`config.mk`:
```
export PLATFORM = sky130hd
export DESIGN_NAME = pipelined_adder_subtractor
export DESIGN_NICKNAME = d
export VERILOG_FILES = /design/src/rtl/pipelined_adder_subtractor.sv
export SDC_FILE = /design/constraint.sdc
export NUM_CORES = 1
export LEC_CHECK = 0
export ABC_AREA = 1
export CELL_PAD_IN_SITES_DETAIL_PLACEMENT = 1
export CELL_PAD_IN_SITES_GLOBAL_PLACEMENT = 1
export CORE_ASPECT_RATIO = 0.6
export CORE_UTILIZATION = 44
export CTS_CLUSTER_DIAMETER = 30
export DETAILED_ROUTE_END_ITERATION = 10
export GPL_ROUTABILITY_DRIVEN = 0
export PLACE_DENSITY_LB_ADDON = 0.25
export SLEW_MARGIN = 20
export SYNTH_ARGS = -nofsm -noshare
export SYNTH_HDL_FRONTEND = slang
export SYNTH_SLANG_ARGS = --single-unit
```
`constraint.sdc`:
```
create_clock -name clk -period 3.8 [get_ports clk]
set_clock_uncertainty 0.05 [all_clocks]
set_input_delay 0.76 -clock clk [delete_from_list [all_inputs] [get_ports clk]]
set_output_delay 0.76 -clock clk [all_outputs]
set_load 0.01 [all_outputs]
```
`src/rtl/pipelined_adder_subtractor.sv`:
```
// Pipelined two's-complement adder/subtractor: WIDTH bits resolved CHUNK bits per stage,
// valid/ready streaming with per-beat mode, optional signed saturation and carry/overflow/zero flags.
module pipelined_adder_subtractor #(
   parameter int WIDTH  = 16,
   parameter int STAGES = 4
) (
   input  logic             clk,
   input  logic             rst,
   input  logic             in_valid,
   output logic             in_ready,
   input  logic [WIDTH-1:0] a,
   input  logic [WIDTH-1:0] b,
   input  logic             ctrl,
   input  logic             sat_en,
   output logic             out_valid,
   input  logic             out_ready,
   output logic [WIDTH-1:0] s,
   output logic             cout,
   output logic             ovf,
   output logic             zero
);

   localparam int CHUNK = WIDTH / STAGES;
   localparam int LAST  = STAGES - 1;

   logic adv;

   // Per-stage registered state
   logic             vld_q [STAGES];
   logic             sat_q [STAGES];
   logic             cy_q  [STAGES];
   logic [WIDTH-1:0] sum_q [STAGES];
   logic [WIDTH-1:0] a_q   [STAGES];
   logic [WIDTH-1:0] bx_q  [STAGES];
   logic             ovf_q;
   logic             zero_q;

   // Per-stage inputs (ports for stage 0, previous stage register otherwise)
   logic             vld_in [STAGES];
   logic             sat_in [STAGES];
   logic             cy_in  [STAGES];
   logic [WIDTH-1:0] sum_in [STAGES];
   logic [WIDTH-1:0] a_in   [STAGES];
   logic [WIDTH-1:0] bx_in  [STAGES];

   logic             cy_nx  [STAGES];
   logic [WIDTH-1:0] sum_nx [STAGES];
   logic [WIDTH-1:0] raw_sum;
   logic             msb_cin;
   logic             ovf_nx;
   logic             zero_nx;

   assign adv       = !vld_q[LAST] || out_ready;
   assign in_ready  = adv;
   assign out_valid = vld_q[LAST];
   assign s         = sum_q[LAST];
   assign cout      = cy_q[LAST];
   assign ovf       = ovf_q;
   assign zero      = zero_q;

   // Resolves chunk k of the sum; returns {carry_out, partial sum with chunk k filled in}.
   function automatic logic [WIDTH:0] step(input logic [WIDTH-1:0] av,
                                           input logic [WIDTH-1:0] bv,
                                           input logic [WIDTH-1:0] sv,
                                           input logic             ci,
                                           input int unsigned      k);
      logic [CHUNK:0]   part;
      logic [WIDTH-1:0] r;
      part = {1'b0, av[k*CHUNK +: CHUNK]} + {1'b0, bv[k*CHUNK +: CHUNK]} + {{CHUNK{1'b0}}, ci};
      r = sv;
      r[k*CHUNK +: CHUNK] = part[CHUNK-1:0];
      return {part[CHUNK], r};
   endfunction

   always_comb begin
      vld_in[0] = in_valid;
      sat_in[0] = sat_en;
      cy_in[0]  = ctrl;
      sum_in[0] = '0;
      a_in[0]   = a;
      bx_in[0]  = b ^ {WIDTH{ctrl}};
      for (int unsigned k = 1; k < STAGES; k++) begin
         vld_in[k] = vld_q[k-1];
         sat_in[k] = sat_q[k-1];
         cy_in[k]  = cy_q[k-1];
         sum_in[k] = sum_q[k-1];
         a_in[k]   = a_q[k-1];
         bx_in[k]  = bx_q[k-1];
      end
   end

   always_comb begin
      for (int unsigned k = 0; k < STAGES; k++) begin
         {cy_nx[k], sum_nx[k]} = step(a_in[k], bx_in[k], sum_in[k], cy_in[k], k);
      end
      // Carry into the MSB is recovered from the MSB sum bit and its operand bits.
      raw_sum = sum_nx[LAST];
      msb_cin = a_in[LAST][WIDTH-1] ^ bx_in[LAST][WIDTH-1] ^ raw_sum[WIDTH-1];
      ovf_nx  = msb_cin ^ cy_nx[LAST];
      if (ovf_nx && sat_in[LAST]) begin
         sum_nx[LAST] = a_in[LAST][WIDTH-1] ? {1'b1, {(WIDTH-1){1'b0}}}
                                            : {1'b0, {(WIDTH-1){1'b1}}};
      end
      zero_nx = (sum_nx[LAST] == '0);
   end

   always_ff @(posedge clk) begin
      if (rst) begin
         for (int unsigned k = 0; k < STAGES; k++) begin
            vld_q[k] <= 1'b0;
            sat_q[k] <= 1'b0;
            cy_q[k]  <= 1'b0;
            sum_q[k] <= '0;
            a_q[k]   <= '0;
            bx_q[k]  <= '0;
         end
         ovf_q  <= 1'b0;
         zero_q <= 1'b0;
      end else if (adv) begin
         for (int unsigned k = 0; k < STAGES; k++) begin
            vld_q[k] <= vld_in[k];
            sat_q[k] <= sat_in[k];
            cy_q[k]  <= cy_nx[k];
            sum_q[k] <= sum_nx[k];
            a_q[k]   <= a_in[k];
            bx_q[k]  <= bx_in[k];
         end
         ovf_q  <= ovf_nx;
         zero_q <= zero_nx;
      end
   end

endmodule

```
# --- Word-level counts from Yosys, hierarchy flattened ---
# Memory sizes are Yosys's and may differ from the RTL's.
# Cells that the tools add are included.
word_totals:
  input_bits: 38
  mem_count: 6
  output_inout_bits: 21
  ramBits: 204
  elab_cells: 79
  ff_bits: 2
op_classes:
  n_reduce_logical: 4
  muxes: 31
  n_addsub: 8
  n_bitwise: 28
mem_list:
  columns: ["name", "words", "width", "rd", "rd_ports_with_merged_regs", "wr", "line", "rtl"]
  rows:
  - ["a_q", 4, 16, 3, 0, 4, "33", "logic [WIDTH-1:0] a_q [STAGES];"]
  - ["bx_q", 4, 16, 3, 0, 4, "34", "logic [WIDTH-1:0] bx_q [STAGES];"]
  - ["sum_q", 4, 16, 4, 0, 4, "32", "logic [WIDTH-1:0] sum_q [STAGES];"]
  - ["cy_q", 4, 1, 4, 0, 4, "31", "logic cy_q [STAGES];"]
  - ["sat_q", 4, 1, 3, 0, 4, "30", "logic sat_q [STAGES];"]
  - ["vld_q", 4, 1, 4, 0, 4, "29", "logic vld_q [STAGES];"]
ops:
  columns: ["op", "n"]
  rows:
  - ["2-to-1 mux 16 bit", 14]
  - ["OR 1 bit", 24]
  - ["adder 4 x 4 -> 5 bit", 4]
  - ["adder 5 x 1 -> 5 bit", 4]
  - ["2-to-1 mux 1 bit", 17]
  - ["logical NOT 16 bit", 1]
  - ["XOR 16 bit", 1]
  - ["XOR 1 bit", 3]
  - ["logical AND 1 bit", 1]
  - ["logical NOT 1 bit", 1]
  - ["logical OR 1 bit", 1]

# --- Logic depth before layout (Yosys ltp) ---
# Gate-level depths: netlist (run 1).
# An unclocked memory read counts as a cell.
depth:
  word_depth: 8
  ltp_mapped: 13
  depth_no_buf: 13

# --- Worst setup path before layout (run 1) ---
# Ideal clock, no wire load.
synth_timing:
  kind: "in2reg"
  start: "input out_ready"
  end: "memory a_q[0][10] (enable)"
  setup_ns: 0.922
  stages: 2
  arrival_ns: 2.589
  slack_ns: 0.239
  required_ns: 2.828
  n_path_buf: 0
  cell_sequence: "nor2_1 -> nand2_1"
synth_lines:
  columns: ["item", "line", "rtl"]
  rows:
  - ["start, declared", "16", "input logic out_ready,"]
  - ["end, declared", "33", null]

# --- Final worst setup path (run 1) ---
layout_timing:
  start: "input out_ready"
  end: "output in_ready"
layout_between:
  elab_chain_cells: 1
layout_rtl:
  columns: ["item", "line", "rtl"]
  rows:
  - ["logical OR 1 bit", "53", "assign adv = !vld_q[LAST] || out_ready;"]
  - ["end, declared", "10", "output logic in_ready,"]
# Every way passes these cells.

==> key figures, run 1 <==
Min path
  • Worst min-delay path startpoint: ovf
  • Worst hold path type: reg2reg
  • Hold path depth: 2

Final layout
  • Final core utilization: 56.4%
  • Nets: 532
  • Share of layout cells above drive strength 1: 6.67%
  • Register Area: 3010 um2
  • Area growth, synth to finish: 21.8%
  • # diodes: 0
  • Area of the multi-input gates: 1260 um2
  • Filler cells: 1047

STA
  • Max Clock Freq: 337 MHz
  • Final Hold Viols: 0
  • Finish-stage setup viols: 0
  • TNS Setup: 0 ps
  • Slew Limit Fails: 0
  • Measured slew at the worst slew-check pin: 639 ps
  • RSZ-0062 raised after global routing: false
  • Fin crit share: 78.0%
  • Minimum clock period: 2960 ps
  • Hold Slack: 450 ps
  • Worst slew margin relative to its limit: 57.4%

Route
  • Drt initial violations: 117
  • Routed Antenna Nets: 0
  • First-pass iteration count of the detailed router: 4
  • Avg WL per Cell: 14.2 um
  • Remaining DRCs: 0
  • DR vias: 2869
  • Via/cell ratio: 4.67
  • WL final: 8740 um

Clock tree
  • Clk buf depth: 2
  • TritonCTS Buffers: 9
  • # hold bufs at CTS: 0
  • TritonCTS clock tree: yes
  • Post-CTS Setup Inserts: 0
  • Root Buffer: clkbuf_16
  • # resized after CTS: 0
  • Max H-tree Level: 3
  • Clock-pin slew on the worst setup and hold paths: 60 ps
  • Clk sink count: 101
  • Clock Latency Late Sink: 350 ps

Flow run
  • MaxCap Viol Count: 0

Global route
  • Initial antenna violation count: 0
  • GRT Overall Usage: 17.2%
  • First-pass GRT wire length: 14100 um
  • Vias in the first global route: 2834
  • Aggregate global routing overflow: 0
  • Pin count of the biggest net entering global routing: 59

Logic synthesis
  • Seq/Total Area, Yosys: 64.8%
  • Mapped Area: 4650 um2
  • Ys Warns: 0
  • Cell with the most instances after synthesis: edfxtp_1
  • Leading area contributor after synthesis: edfxtp_1
  • Asr flop ratio synth: 0%
  • Synth cell count leaders: 99 x edfxtp_1, 87 x nor2_1, 83 x inv_1
  • Top_reg_cell synth: edfxtp_1
  • Synth area leaders: edfxtp_1 64%, nor2_1 7.0%, inv_1 6.7%
  • Syn_area_per_cell: 11.2 um2
  • Netlist cell types: 25
  • Synth Register Bits: 101
  • Area share of the largest cell type after synthesis: 63.9%
  • Post-synth EDFFs: 99
  • Mapped Cells: 416
  • Syn nets: 473

Power and ir drop
  • Worst VDD drop: 0.231 mV
  • Leakage power of the design: 2.41 nW
  • PwrDens: 445 nW/um2

Floorplan
  • Die Y-Extent: 81.6 um
  • Initial core utilization: 46.3%
  • # rows: 28
  • Number of top-level pins: 59
  • Die Wd: 135 um
  • Die ar.: 11000 um2
  • Core Region: 10100 um2

Placed design
  • Buffers added on ports: 58
  • DP Wirelength: 6010 um

Critical path
  • Crit start category: input pin
  • Crit Path Max Fanout: 4
  • Critical Path Start: out_ready
  • Crit Path Class: in2out
  • Critical Path End Type: output port
  • Required time worst endpoint: 2990 ps
  • Critical path data arrival time: 2150 ps
  • R2R cell count: 7
  • Reg-to-reg startpoint: cy_q[0][2]

Run status
  • Status: complete, no violations
sequential cells by signal, summed over array words and instances (netlist names):
name	cells
cy_q	4
vld_q	4
bx_q	24
a_q	24
ovf	1
sat_q	3
sum_q	40
zero	1
where the power goes:
part | switching (mW) | internal [mW]
clock network | 0.385 | 0.503
logic | 0.147 | 0.137
registers | 0.0328 | 1.32
cells in the final DEF, fill, tap and decap left out, drive strengths merged:
cell | Yosys | layout
edfxtp | 99 | 99
nor2 | 87 | 87
inv | 83 | 83
clkdlybuf4s50 | 0 | 58
nand2 | 41 | 41
a21oi | 23 | 23
xnor2 | 12 | 12
ha | 12 | 12
clkbuf | 0 | 10
nand3 | 9 | 9
fa | 7 | 7
o21ai | 7 | 7
buf | 15 | 5
xor2 | 4 | 4
nor3 | 4 | 4
or2 | 4 | 4
clkinv | 0 | 4
a211oi | 2 | 2
nor3b | 2 | 2
dfxtp | 2 | 2
o21a | 1 | 1
nand4 | 1 | 1
a21o | 1 | 1
bufinv | 0 | 1
clkinvlp | 0 | 1
routing by layer:
metal	vias up	routed length, um	GRT usage (%)
li1	1440	-	-
met1	1356	4240	22.5
met2	62	3990	27.9
met4	0	123	6.74
met3	11	380	4.38
met5	-	0	0
final timing paths:
| path | to | slack (ps) |
|---|---|---|
| worst max-delay path | in_ready | 840 |
| worst min-delay path | ovf | 450 |
| worst max register to register | sum_q[0][63] | 1160 |
| worst min register to register | ovf | 450 |
per-stage QoR:
stage                     cells  setup slack (ps)  power (mW)  instance area, um2
after floorplan             416               239        1.53                4650
after detailed placement    599               820        1.66                5390
after global routing        615               793        2.62                5670
after global placement      599               901        1.64                5390
after CTS                   615               821        2.54                5670
final                       615               836        2.52                5670
cells by family (layout without fill, tap and decap cells):
family,count (synthesis),after routing,share of synthesized area [%]
xor gates and xnor gates,16,16,3.01
buffers and inverters,98,162,8.45
AOI/OAI and AO/OA,34,34,4.03
DFF,101,101,64.8
adders and majority gates,19,19,6.24
and+or+nand+nor,148,148,13.5
worst max-delay path: stages:
cell	delay, ps
clkdlybuf4s50_1	410
nor2_1	330
inv_1	150
clkdlybuf4s50_1	500
layout make-up:
| type | count | share of cell area [%] |
|---|---|---|
| repair buffers | 63 | 11.1 |
| clock inverters | 6 | 0.949 |
| clock buffers | 10 | 4.04 |
| inverters | 83 | 5.50 |
| well taps | 135 | 2.98 |
| flip-flops and latches | 101 | 53.2 |
| multi-input cells | 217 | 22.3 |
Power figures use the tool's default switching activity.
==> inputs of run 2 (changes only) <==
--- a/config.mk
+++ b/config.mk
@@ -9,7 +9,7 @@
 export CELL_PAD_IN_SITES_DETAIL_PLACEMENT = 1
 export CELL_PAD_IN_SITES_GLOBAL_PLACEMENT = 1
 export CORE_ASPECT_RATIO = 0.6
-export CORE_UTILIZATION = 44
+export CORE_UTILIZATION = 40
 export CTS_CLUSTER_DIAMETER = 30
 export DETAILED_ROUTE_END_ITERATION = 10
 export GPL_ROUTABILITY_DRIVEN = 0
==> constraint.sdc (replaced) <==
create_clock -name clk -period 2.37 [get_ports clk]
set_clock_uncertainty 0.05 [all_clocks]
set_input_delay 0.474 -clock clk [delete_from_list [all_inputs] [get_ports clk]]
set_output_delay 0.474 -clock clk [all_outputs]
set_load 0.01 [all_outputs]
==> run 2 against run 1 <==
Effect of this change: the run now ends with negative setup slack left; critical path type is now reg2reg; first-iteration DRC count up 64%; combinational power increased by 63%; core utilization down 4.5 points; sequential power up 61%; via count increased by 1.8%; power increased by 56%; final cell count increased by 6.0%; count of clock-buffer cells in the layout rose by 1; largest power group unchanged; flip-flop and latch count did not move.
==> key figures, run 2 (synthesized netlist as in run 1, its figures left out) <==
Run status
  • Status: finished, violations left
  • Failing checks: negative setup slack

Critical path
  • Critical Path End Type: register
  • Critical path data arrival time: 2620 ps
  • Crit Path Max Fanout: 5
  • Required time worst endpoint: 2600 ps
  • Crit Path Class: reg2reg
  • Crit start category: register

Final layout
  • Commonest non-fill, non-tap cells in the layout: 99 x edfxtp_1, 86 x nor2_1, 83 x inv_1
  • Final core utilization: 51.9%
  • Max reg flops: 40
  • Biggest register: sum_q
  • Non-filler cells, final: 652
  • Nets: 544
  • Most common cell after layout, fill and taps aside: edfxtp_1
  • Share of layout cells above drive strength 1: 10.4%
  • Largest regs: sum_q: 40 flops, a_q: 24 flops, bx_q: 24 flops
  • # diodes: 0
  • Filler cells: 1188
  • Area growth, synth to finish: 26.0%

Global route
  • Initial antenna violation count: 0
  • GRT Overall Usage: 15.7%
  • Aggregate global routing overflow: 0
  • Vias in the first global route: 2927
  • Pin count of the biggest net entering global routing: 46
  • First-pass GRT wire length: 14400 um

Floorplan
  • # rows: 30
  • Die Y-Extent: 85.5 um
  • Die ar.: 12100 um2
  • Core Region: 11300 um2
  • Initial core utilization: 41.2%
  • Number of top-level pins: 59
  • Die Wd: 141 um

Route
  • Remaining DRCs: 0
  • Avg WL per Cell: 13.2 um
  • WL final: 8580 um
  • First-pass iteration count of the detailed router: 4
  • Routed Antenna Nets: 0
  • DR vias: 2921
  • Via/cell ratio: 4.48
  • Drt initial violations: 192

Clock tree
  • TritonCTS Buffers: 9
  • # hold bufs at CTS: 0
  • Max H-tree Level: 3
  • Clk sink count: 101
  • TritonCTS clock tree: yes
  • Clock-pin slew on the worst setup and hold paths: 60 ps
  • Clk buf depth: 2
  • Clock Latency Late Sink: 340 ps
  • Root Buffer: clkbuf_16

Min path
  • Worst hold path type: reg2reg

Power and ir drop
  • Worst VDD drop: 0.325 mV
  • Pwr Total: 3.93 mW
  • Leakage power of the design: 2.46 nW
  • PwrDens: 671 nW/um2

STA
  • RSZ-0062 raised after global routing: true
  • Worst slew margin relative to its limit: 75.9%
  • Hold Slack: 453 ps
  • Fin crit share: 101%
  • Slew Limit Fails: 0
  • Worst setup margin: -13.5 ps
  • TNS Setup: -13.5 ps
  • Final Hold Viols: 0
  • Max Clock Freq: 420 MHz
  • Measured slew at the worst slew-check pin: 361 ps
  • Finish-stage setup viols: 1
  • Minimum clock period: 2380 ps

Placed design
  • Inst Count DP: 633
  • Buffers added on ports: 58
  • DP Wirelength: 6140 um

Flow run
  • MaxCap Viol Count: 0
## run 2: cell count changes in the layout (fill, tap and decap cells not counted), moves of 2 or more
cell and delta:
nand2_1 -4, buf_12 +4, buf_4 +5, fa_2 +2
nand2_2 +4, fa_1 -2
## run 2: timing repair
item / 4_1_cts / 5_1_grt
buffers inserted: 0 / 1
pin swaps: 2 / 1
endpoints found under the setup margin: 17 / 13
gates cloned: 2 / 0
gates resized for setup: 8 / 2
## run 2: layout make-up
cell class                      count  area (um2)  share of cell area (%)
Clock buffer                       11         233                    3.97
Clock inverter                      5        27.5                   0.470
Inverter                           83         312                    5.32
Multi-Input combinational cell    219        1320                    22.4
Sequential cell                   101        3010                    51.4
Tap cell                          160         200                    3.42
Timing Repair Buffer               73         759                    13.0
## run 2: path summary, 6_finish.rpt
kind / start / to / slack, ps / cells past startpoint
setup / recovery: cy_q[0][2] / zero / -10 / 12
hold / removal: ovf / ovf / 450 / 2
setup reg to reg: cy_q[0][2] / zero / -10 / 12
hold reg to reg: ovf / ovf / 450 / 2
## run 2: report_power, final
| group | internal [mW] | total [mW] | switching, mW | leakage [nW] |
|---|---|---|---|---|
| combinational | 0.229 | 0.465 | 0.236 | 1.15 |
| clock | 0.703 | 1.30 | 0.601 | 0.121 |
| sequential | 2.11 | 2.17 | 0.0558 | 1.19 |
| total | 3.04 | 3.93 | 0.893 | 2.46 |
## run 2: worst max-delay path: stages, from the launching register on
cell      delay (ps)
edfxtp_1         410
fa_2             430
fa_2             370
nand2_2          110
a21oi_1           90
nand2_2          120
buf_6            140
nand3_2          140
nand3_1          150
nand2_1           70
nor2_1           100
nand3_1           80
nand2_1           70
## run 2: through the flow
| stage | worst slack, ps | cell area (um2) |
|---|---|---|
| final | -13.5 | 5860 |
| after global routing | -138 | 5860 |
| after CTS | 9.03 | 5850 |
| after detailed placement | -170 | 5530 |
| after global placement | 1.31 | 5530 |
| after floorplan | 65.2 | 4650 |
## run 2: layer usage
| metal | vias to the layer above | wire length (um) | track usage [%] |
|---|---|---|---|
| li1 | 1473 | - | - |
| met1 | 1364 | 4220 | 21.8 |
| met2 | 71 | 3830 | 23.8 |
| met3 | 13 | 397 | 4.41 |
| met4 | 0 | 131 | 5.53 |
| met5 | - | 0 | 0 |
==> inputs of run 3 (changes only) <==
--- a/config.mk
+++ b/config.mk
@@ -9,10 +9,11 @@
 export CELL_PAD_IN_SITES_DETAIL_PLACEMENT = 1
 export CELL_PAD_IN_SITES_GLOBAL_PLACEMENT = 1
 export CORE_ASPECT_RATIO = 0.6
-export CORE_UTILIZATION = 40
+export CORE_UTILIZATION = 47
 export CTS_CLUSTER_DIAMETER = 30
 export DETAILED_ROUTE_END_ITERATION = 10
 export GPL_ROUTABILITY_DRIVEN = 0
+export MAX_ROUTING_LAYER = met4
 export PLACE_DENSITY_LB_ADDON = 0.25
 export SLEW_MARGIN = 20
 export SYNTH_ARGS = -nofsm -noshare
==> constraint.sdc (replaced) <==
create_clock -name clk -period 2.9 [get_ports clk]
set_clock_uncertainty 0.05 [all_clocks]
set_input_delay 0.58 -clock clk [delete_from_list [all_inputs] [get_ports clk]]
set_output_delay 0.58 -clock clk [all_outputs]
set_load 0.01 [all_outputs]
==> run 3 against run 2 <==
Effect of this change: the run now ends clean; core utilization grew 9.0 points; maximum frequency shrank 6.6%; via count shrank 2.1%; final cell count shrank 6.3%; power shrank 16%; register-to-register slack gained 360 ps; flip-flop and latch count is the same; sequential power shrank 18%; non-clock buffer count shrank 8; critical path type unchanged; largest cell class unchanged; highest routed layer unchanged.
==> key figures, run 3 (synthesized netlist as in run 1, its figures left out) <==
Global route
  • Pin count of the biggest net entering global routing: 49
  • Vias in the first global route: 2883
  • Initial antenna violation count: 0
  • GRT Overall Usage: 19.3%
  • First-pass GRT wire length: 14200 um
  • Aggregate global routing overflow: 0

STA
  • Minimum clock period: 2550 ps
  • Max Clock Freq: 392 MHz
  • Finish-stage setup viols: 0
  • Slew Limit Fails: 0
  • Fin crit share: 88.0%
  • RSZ-0062 raised after global routing: false
  • TNS Setup: 0 ps
  • Worst slew margin relative to its limit: 71.3%
  • Final Hold Viols: 0
  • Measured slew at the worst slew-check pin: 429 ps
  • Hold Slack: 447 ps

Clock tree
  • TritonCTS Buffers: 9
  • Max H-tree Level: 3
  • # resized after CTS: 0
  • TritonCTS clock tree: yes
  • Root Buffer: clkbuf_16
  • Clk sink count: 101
  • Clk buf depth: 2
  • Clock-pin slew on the worst setup and hold paths: 60 ps
  • # hold bufs at CTS: 0
  • Clock Latency Late Sink: 340 ps
  • Post-CTS Setup Inserts: 0

Critical path
  • Crit start category: register
  • Critical Path End Type: register
  • Critical path data arrival time: 2590 ps
  • Crit Path Max Fanout: 18
  • Crit Path Class: reg2reg
  • Required time worst endpoint: 2940 ps

Power and ir drop
  • Worst VDD drop: 0.374 mV
  • Logic pwr share: 11.6%
  • Design internal power: 2.57 mW
  • PwrDens: 578 nW/um2
  • Pwr Total: 3.30 mW
  • Leakage power of the design: 2.44 nW
  • Sw frac: 22.3%
  • Power share of the clock group: 34.9%
  • Reg power frac: 53.5%
  • Net Sw Power: 0.736 mW

Floorplan
  • Die Wd: 130 um
  • # rows: 27
  • Initial core utilization: 49.5%
  • Core Region: 9390 um2
  • Die ar.: 10300 um2
  • Number of top-level pins: 59
  • Die Y-Extent: 79.1 um

Route
  • Remaining DRCs: 0
  • WL final: 8650 um
  • First-pass iteration count of the detailed router: 4
  • Via/cell ratio: 4.68
  • Drt initial violations: 257
  • DR vias: 2859
  • Avg WL per Cell: 14.2 um
  • Routed Antenna Nets: 0

Final layout
  • Largest regs: sum_q: 40 flops, a_q: 24 flops, bx_q: 24 flops
  • Most common cell after layout, fill and taps aside: edfxtp_1
  • Design area: 5710 um2
  • Max reg flops: 40
  • Biggest register: sum_q
  • Commonest non-fill, non-tap cells in the layout: 99 x edfxtp_1, 87 x nor2_1, 83 x inv_1
  • Non-filler cells, final: 611
  • Filler cells: 995
  • Area growth, synth to finish: 22.8%
  • Share of layout cells above drive strength 1: 7.28%
  • Nets: 534
  • # diodes: 0

Min path
  • Worst hold path type: reg2reg

Placed design
  • Placement Cell Area: 5430 um2
  • DP Wirelength: 6000 um
  • Buffers added on ports: 58
  • Inst Count DP: 596

Flow run
  • MaxCap Viol Count: 0

Run status
  • Status: complete, no violations
-- run 3: cell types whose count changed in the layout (fill, tap and decap cells not counted), moves of 2 or more --
cell	change
nand2_1	+4
nand2_2	-4
fa_1	+2
buf_4	-6
fa_2	-2
clkinvlp_4	-2
-- run 3: worst max-delay path, cell delays in order, from the launching register on --
cell and delay (ps):
edfxtp_1 390, fa_1 490, fa_1 410, nand2_2 110
a21oi_1 80, nand2_2 120, nand4_2 350, nor3b_1 290
-- run 3: worst paths after layout --
| path | startpoint | end | slack [ps] | cells after the start |
|---|---|---|---|---|
| max | cy_q[0][2] | sum_q[0][63] | 350 | 7 |
| min | zero | zero | 450 | 2 |
| min reg2reg | zero | zero | 450 | 2 |
| max reg2reg | cy_q[0][2] | sum_q[0][63] | 350 | 7 |
-- run 3: stage by stage --
step,setup slack [ps],utilization [%]
after floorplan,489,-
after global placement,441,57.8
after detailed placement,366,57.8
after CTS,337,60.8
after global routing,177,60.8
final,347,60.8
-- run 3: cell type report --
cell class | instances | area, um2 | area share (%)
Timing Repair Buffer | 65 | 683 | 12.0
Clock buffer | 10 | 229 | 4.01
Sequential cell | 101 | 3010 | 52.7
Inverter | 83 | 312 | 5.45
Clock inverter | 5 | 52.6 | 0.920
Tap cell | 130 | 163 | 2.85
Multi-Input combinational cell | 217 | 1260 | 22.1
-- run 3: power groups by stage --
stage / Combinational, mW / Sequential [mW] / Clock [mW]
after global placement: 0.356 / 1.79 / 0
after detailed placement: 0.378 / 1.80 / 0
final: 0.382 / 1.77 / 1.15
after CTS: 0.387 / 1.77 / 1.17
after global routing: 0.428 / 1.78 / 1.22
after floorplan: 0.211 / 1.79 / 0
-- run 3: routing by layer --
metal  track usage [%]  share of wire (%)
met5                 -                  0
met4              5.52                1.1
met3              5.05                4.0
met2              30.7                 47
met1              24.5                 47
